--- config.mk ---
export PLATFORM = sky130hd
export DESIGN_NAME = enemy_formation_mover
export DESIGN_NICKNAME = d
export VERILOG_FILES = /design/src/rtl/enemy_formation_mover.sv
export SDC_FILE = /design/constraint.sdc
export NUM_CORES = 1
export LEC_CHECK = 0
export BUFFER_PORTS_ARGS = -buffer_cell sky130_fd_sc_hd__buf_2
export CORE_ASPECT_RATIO = 1.5
export CORE_MARGIN = 10
export CORE_UTILIZATION = 35
export CTS_CLUSTER_DIAMETER = 120
export DETAILED_ROUTE_END_ITERATION = 6
export HOLD_SLACK_MARGIN = 0.05
export PLACE_DENSITY_LB_ADDON = 0.12
export SLEW_MARGIN = 20
export SYNTH_ARGS = -nofsm -noshare
export SYNTH_HDL_FRONTEND = slang
export SYNTH_SLANG_ARGS = --single-unit
export TNS_END_PERCENT = 100
--- constraint.sdc ---
create_clock -name i_Clk -period 3.08 [get_ports i_Clk]
set_clock_uncertainty 0.1 [all_clocks]
set_input_delay 0.462 -clock i_Clk [delete_from_list [all_inputs] [get_ports i_Clk]]
set_output_delay 0.462 -clock i_Clk [all_outputs]
set_load 0.02 [all_outputs]
--- src/rtl/enemy_formation_mover.sv ---
// Shared formation driver for a row of enemies: frame-tick divider, four-phase
// swing, descending vertical offset and per-enemy alive tracking with kills.
module enemy_formation_mover #(
  parameter int N_ENEMY = 8,
  parameter int WIDTH = 10,
  parameter logic [WIDTH-1:0] NONE = {WIDTH{1'b1}},
  parameter int BASE_X = 100,
  parameter int SPACING = 40,
  parameter int STEP = 1,
  parameter int PHASE_STEPS = 16,
  parameter int TICK_DIV = 4,
  parameter int DROP = 8
) (
  input  logic                                              i_Clk,
  input  logic                                              i_Reset,
  input  logic                                              i_FrameTick,
  input  logic                                              i_Enable,
  input  logic                                              i_KillValid,
  input  logic [((N_ENEMY > 1) ? $clog2(N_ENEMY) : 1)-1:0]  i_KillIndex,
  output logic [N_ENEMY-1:0]                                o_EnemyState,
  output logic [N_ENEMY*WIDTH-1:0]                          o_EnemyHorizontalPosition,
  output logic [WIDTH-1:0]                                  o_EnemyVerticalOffset,
  output logic [1:0]                                        o_PhaseState,
  output logic                                              o_AllDead,
  output logic                                              o_Wrap
);

  localparam int KIDX_W = (N_ENEMY > 1) ? $clog2(N_ENEMY) : 1;
  localparam int TICK_W = (TICK_DIV > 1) ? $clog2(TICK_DIV) : 1;
  localparam int STEP_W = (PHASE_STEPS > 1) ? $clog2(PHASE_STEPS) : 1;
  localparam logic [TICK_W-1:0] TICK_LAST = TICK_W'(TICK_DIV - 1);
  localparam logic [STEP_W-1:0] STEP_LAST = STEP_W'(PHASE_STEPS - 1);
  localparam logic [WIDTH-1:0] STEP_V = WIDTH'(STEP);
  localparam logic [WIDTH:0] DROP_EXT = (WIDTH+1)'(DROP);
  localparam logic [WIDTH:0] VERT_MAX = {1'b0, NONE - {{(WIDTH-1){1'b0}}, 1'b1}};

  typedef enum logic [1:0] {
    PH_LEFT_OUT   = 2'b00,
    PH_RIGHT_BACK = 2'b01,
    PH_RIGHT_OUT  = 2'b10,
    PH_LEFT_BACK  = 2'b11
  } phase_t;

  logic [N_ENEMY-1:0] alive_r, aliveNext_s, killMask_s;
  logic [WIDTH-1:0]   offset_r, offsetNext_s;
  phase_t             phase_r, phaseNext_s;
  logic [STEP_W-1:0]  step_r, stepNext_s;
  logic [TICK_W-1:0]  tick_r, tickNext_s;
  logic [WIDTH-1:0]   vertical_r, verticalNext_s;
  logic               wrap_r, wrapNext_s;
  logic               allDead_s, countTick_s, moveEvent_s;
  logic [WIDTH:0]     verticalSum_s;

  assign allDead_s = ~|alive_r;
  assign countTick_s = i_FrameTick & i_Enable & ~allDead_s;
  assign verticalSum_s = {1'b0, vertical_r} + DROP_EXT;

  // Next-state logic: divider, swing phase machine, descent and kills.
  always_comb begin
    tickNext_s = tick_r;
    moveEvent_s = 1'b0;
    offsetNext_s = offset_r;
    phaseNext_s = phase_r;
    stepNext_s = step_r;
    verticalNext_s = vertical_r;
    wrapNext_s = 1'b0;
    killMask_s = '0;

    if (countTick_s) begin
      if (tick_r == TICK_LAST) begin
        tickNext_s = '0;
        moveEvent_s = 1'b1;
      end else begin
        tickNext_s = tick_r + {{(TICK_W-1){1'b0}}, 1'b1};
      end
    end else begin
      tickNext_s = tick_r;
    end

    if (moveEvent_s) begin
      case (phase_r)
        PH_LEFT_OUT, PH_LEFT_BACK:   offsetNext_s = offset_r - STEP_V;
        PH_RIGHT_BACK, PH_RIGHT_OUT: offsetNext_s = offset_r + STEP_V;
        default:                     offsetNext_s = offset_r;
      endcase
      if (step_r == STEP_LAST) begin
        stepNext_s = '0;
        case (phase_r)
          PH_LEFT_OUT:   phaseNext_s = PH_RIGHT_BACK;
          PH_RIGHT_BACK: phaseNext_s = PH_RIGHT_OUT;
          PH_RIGHT_OUT:  phaseNext_s = PH_LEFT_BACK;
          PH_LEFT_BACK: begin
            phaseNext_s = PH_LEFT_OUT;
            wrapNext_s = 1'b1;
            // Descent saturates one below NONE so it never aliases the dead code.
            if (verticalSum_s > VERT_MAX) begin
              verticalNext_s = VERT_MAX[WIDTH-1:0];
            end else begin
              verticalNext_s = verticalSum_s[WIDTH-1:0];
            end
          end
          default:       phaseNext_s = PH_LEFT_OUT;
        endcase
      end else begin
        stepNext_s = step_r + {{(STEP_W-1){1'b0}}, 1'b1};
      end
    end else begin
      offsetNext_s = offset_r;
    end

    for (int i = 0; i < N_ENEMY; i++) begin
      killMask_s[i] = i_KillValid & (i_KillIndex == KIDX_W'(i));
    end
    aliveNext_s = alive_r & ~killMask_s;
  end

  // Formation state registers with synchronous reset.
  always_ff @(posedge i_Clk) begin
    if (i_Reset) begin
      alive_r <= {N_ENEMY{1'b1}};
      offset_r <= '0;
      phase_r <= PH_LEFT_OUT;
      step_r <= '0;
      tick_r <= '0;
      vertical_r <= '0;
      wrap_r <= 1'b0;
    end else begin
      alive_r <= aliveNext_s;
      offset_r <= offsetNext_s;
      phase_r <= phaseNext_s;
      step_r <= stepNext_s;
      tick_r <= tickNext_s;
      vertical_r <= verticalNext_s;
      wrap_r <= wrapNext_s;
    end
  end

  for (genvar g = 0; g < N_ENEMY; g++) begin : gPos
    localparam logic [WIDTH-1:0] HOME = WIDTH'(BASE_X + g * SPACING);
    assign o_EnemyHorizontalPosition[g*WIDTH +: WIDTH] = alive_r[g] ? (HOME + offset_r) : NONE;
  end

  assign o_EnemyState = alive_r;
  assign o_EnemyVerticalOffset = vertical_r;
  assign o_PhaseState = phase_r;
  assign o_AllDead = allDead_s;
  assign o_Wrap = wrap_r;

endmodule

-- Word level (Yosys, flattened, before mapping)
Index checks and enable logic that the tools add are counted.
W data, S select, Z words.
- output and inout port bits: 102
- input port bits: 8
- register bits: 37
- logic and storage cells: 72
- $lt $le $gt $ge: 1
- bitwise operators: 14
- add/subtract/negate cells: 13
- multiplexer cells: 16
- reduce and logical (&&, ||, !) cells: 9
- equal/unequal tests: 12
- operators with widths (cell ; count):
    $mux W10 ; 9
    $add A9 B10 Y10 const A ; 4
    $add A8 B10 Y10 const A ; 3
    $pmux W10 S2 ; 1
    $eq A3 B3 Y1 const B ; 4
    $add A10 B4 Y11 const B ; 1
    $gt A11 B10 Y1 const B ; 1
    $add A10 B1 Y10 const B ; 1
    $add A7 B10 Y10 const A ; 1
    $and A1 B1 Y1 ; 10
    $sub A10 B1 Y10 const B ; 1
    $and A8 B8 Y8 ; 1
    $not A8 Y8 ; 1
    $pmux W2 S4 ; 1
    $reduce_or A8 Y1 ; 1
    $eq A2 B2 Y1 const B ; 3
    $eq A3 B2 Y1 const B ; 2
    $add A4 B1 Y4 const B ; 1
    $eq A4 B4 Y1 const B ; 1
    $mux W4 ; 1
    $reduce_or A2 Y1 ; 2
    $eq A3 B1 Y1 const B ; 1
    $logic_not A3 Y1 ; 1
    $mux W1 ; 3
    9 further kinds ; 10

-- Logic depth before layout (Yosys ltp)
- word-level depth: 5
- depth in mapped cells: 10
- mapped depth without buffers: 10

-- Worst setup path before layout
Ideal clock, no wire load.
- path kind: reg2reg
- from: register phase_r[0], in the netlist o_PhaseState[0]
- to: register offset_r[7]
- stages on the path, launching flop included: 11
- arrival time: 2.645 ns
- setup slack: 0.229 ns
- period minus slack after synthesis: 2.851 ns
- data required time: 2.874 ns
- path buffers: 0
- cells stage by stage: dfxtp_1 > inv_1 > ha_1 > inv_1 > ha_1 > a211oi_1 > o21ai_0 > a21oi_1 > o21bai_1 > or4b_1 > o311ai_0
- word-level cells in the longest chain between the ends: 3
- ends and longest elaborated chain (element ; line ; source):
    from (decl) ; 46 ; phase_t phase_r, phaseNext_s;
    from (signal assigned) ; 130 ; phase_r <= phaseNext_s;
    $eq A2 B2 Y1 (tied with other cells) ; 81 ; case (phase_r)
    $reduce_or A2 Y1 ; 81 ;
    $pmux W10 S2 (*) ; 81 ;
    to (signal assigned) ; 129 ; offset_r <= offsetNext_s;
    to (decl) ; 45 ; logic [WIDTH-1:0] offset_r, offsetNext_s;
Mark *: on every way between the ends. The rest lies on a longest branch, timed or not.
A chain may end at the register's enable or synchronous reset.

-- Final worst setup path
- from: register offset_r[2]
- to: output port o_EnemyHorizontalPosition[18]
- word-level cells in the longest chain between the ends: 2
- ends and longest elaborated chain (element ; line ; source):
    $add A8 B10 Y10 ; 140 ; assign o_EnemyHorizontalPosition[g*WIDTH +: WIDTH] = alive_r[g] ? (HOME + offset_r) : NONE;
    $mux W10 ; 140 ;
    to (decl) ; 21 ; output logic [N_ENEMY*WIDTH-1:0] o_EnemyHorizontalPosition,
No other way between the ends.

==> results.toml <==
[floorplan]
core_area_mm2 = 0.00852
die_y_um = 135
die_area_mm2 = 0.0131
io_pins = 110
rows = 41
start_util_pct = 36.3
die_width_um = 96.7

[power]
vdd_drop_max_mv = 0.264
p_per_area_mw_per_mm2 = 302
p_leak_nw = 1.88

[global_route]
grt_use_met1_pct = 16.4
grt_pass1_vias = 3153
grt_use_met2_pct = 26.4
grt_overflow_total = 0
grt_usage_pct = 14.4
antenna_found_initial = 0
met3_usage_pct = 3.32
top_usage_layer = "met2"
grt_max_degree = 41
grt_pass1_wl_mm = 16.1

[yosys]
postSynthAreaPerCell_um2 = 7.07
yosys_warnings = 0
syn-instance-count = 437
synth_area_mm2 = 0.00309
yosys-top-cells-area = "dfxtp_1 23%, nand2_1 13%, ha_1 6.9%"
yosysTopAreaCell = "dfxtp_1"
yosysTopAreaCellShare_pct = 22.7
synth-edff-count = 0
ys_seq_area_share_pct = 22.7
synth.net_count = 463
async_flop_share_pct = 0
yosysUniqueCellTypes = 57
ys_seq_elements = 35
ys.flop_type = "dfxtp_1"

[clock_tree]
clk_latency_ns = 0.27
root_buffer = "clkbuf_16"
cts_buffers = 5
htreeDepth = 2
clk_path_buf_depth = 2
clk_pin_slew_ns = 0.06
clkSinkCount = 35
postCtsResizedCells = 0
postCtsSetupRepairBufs = 0
hold_buffers = 0
cts_tree = "built"

[job]
cap_violations = 0

[outcome]
outcome = "completed"

[worst_setup_path]
ff2ff_setup_slack_ns = 0.32
arrival_ns = 2.24
crit_required_ns = 2.52
crit_type = "reg -> out"
path_cells = "inv_1 -> ha_1 -> nor2b_1 -> and3_1 -> nor2_1 -> xor2_1 -> nand2_1 -> buf_2"
worst_setup_path_start_kind = "flip-flop"
crit_slowest_cell = "dfxtp_1"
regToRegStartpoint = "o_PhaseState[0]"
end_kind = "output pin"
worstSetupStartpoint = "offset_r[2]"
critPathMaxFanout = 16
max_stage_delay_ns = 0.68

[timing]
fmax_ghz = 0.357
period_share_pct = 90.9
rsz0062_at_grt = "false"
drv_slew = 0
hold_viol = 0
finalSetupViolCount = 0
slew_headroom_pct = 48.8
worst_pin_slew_ns = 0.767
fin_tns_setup_ns = 0
fin_crit_ns = 2.80

[place]
port_buffers = 108
place.detailed.hpwl_mm = 7.78
gp_congestion = 0.811

[layout]
area.growth.synth_to_final_pct = 26.6
nets = 562
mostFrequentLayoutCells = "108 x buf_2, 103 x nand2_1, 35 x dfxtp_1"
drive_gt1_share_pct = 28.5
final_common_cell = "buf_2"
diodes = 0
finish.utilization_pct = 46.0
fillCellCount = 896

[drt]
drt_iter0_markers = 95
vias_per_cell = 5.07
totalWireLength_mm = 9.80
drt_drc_violations_left = 0
first_pass_iters = 4
antenna_left = 0
dr_total_vias = 3265
wl_per_cell_um = 15.2

[min_path]
min_from = "tick_r[1]"
hp-class = "reg -> reg"
worst max-delay path: cells and delay by family (launching register included):
family	cells	cell delay, ns
buf+inv	2	0.26
xor+xnor	1	0.15
flops	1	0.68
simple gates	4	0.59
fa+ha+maj	1	0.27
cells in the mapped netlist (3+ instances only):
master and number:
nand2_1 103, dfxtp_1 35, nor2_1 27, a21oi_1 26, xnor2_1 24, clkbuf_1 19
ha_1 17, nand3_1 17, xor2_1 17, o21ai_0 15, a21o_1 12, inv_1 12
nand2b_1 12, nor3_1 9, nor2b_1 8, a211oi_1 6, and3_1 6, buf_1 6
nand3b_1 5, buf_4 4, a31oi_1 3, clkinv_1 3, nor4_2 3
registers in the layout, summed over array words and instances (netlist names):
name / cells
o_EnemyState: 8
o_EnemyVerticalOffset: 8
o_PhaseState: 2
o_Wrap: 1
offset_r: 10
step_r: 4
tick_r: 2
layout make-up:
class,instances,area (um2),area share (%)
timing repair buffer,122,646,16.5
clock inverter,3,43.8,1.12
sequential,35,701,17.9
tap,107,134,3.42
inverter,15,56.3,1.44
clock buffer,5,125,3.20
multi-input combinational,357,2210,56.4
where the power goes:
part / internal, mW / switching [mW]
combinational: 0.0469 / 0.0993
sequential: 0.459 / 0.00486
clock: 0.381 / 0.192
path summary, 6_finish.rpt:
check | endpoint | depth (start not counted)
hold / removal | tick_r[1] | 2
hold reg to reg | tick_r[1] | 2
setup / recovery | o_EnemyHorizontalPosition[18] | 8
setup reg to reg | offset_r[7] | 10
through the flow:
step / power [mW] / instances / hold slack [ns] / setup WS [ns] / cell area [um2]
6_report: 1.18 / 644 / 0.397 / 0.281 / 3920
5_1_grt: 1.23 / 644 / 0.424 / 0.00323 / 3920
4_1_cts: 1.20 / 644 / 0.400 / 0.150 / 3910
3_5_place_dp: 0.622 / 636 / 0.391 / 0.194 / 3740
3_3_place_gp: 0.621 / 636 / 0.381 / 0.259 / 3740
2_1_floorplan: 0.565 / 437 / 0.365 / 0.229 / 3090
kinds of logic after synthesis:
logic type	synth area share, %
multiplexers	0.648
XOR/XNOR	11.6
adder cells (fa/ha/maj)	7.53
flip-flops	22.7
other	0.121
AO/OA/AOI/OAI	18.8
buffers and inverters	5.99
AND/OR/NAND/NOR	32.6
metal layers:
metal  share of wire [%]  up-vias
met5                   0        -
met4                0.77        0
met3                 5.8        9
met2                  50       98
met1                  43     1480
li1                    -     1678
Note: power is estimated with default switching activity, not from simulation.
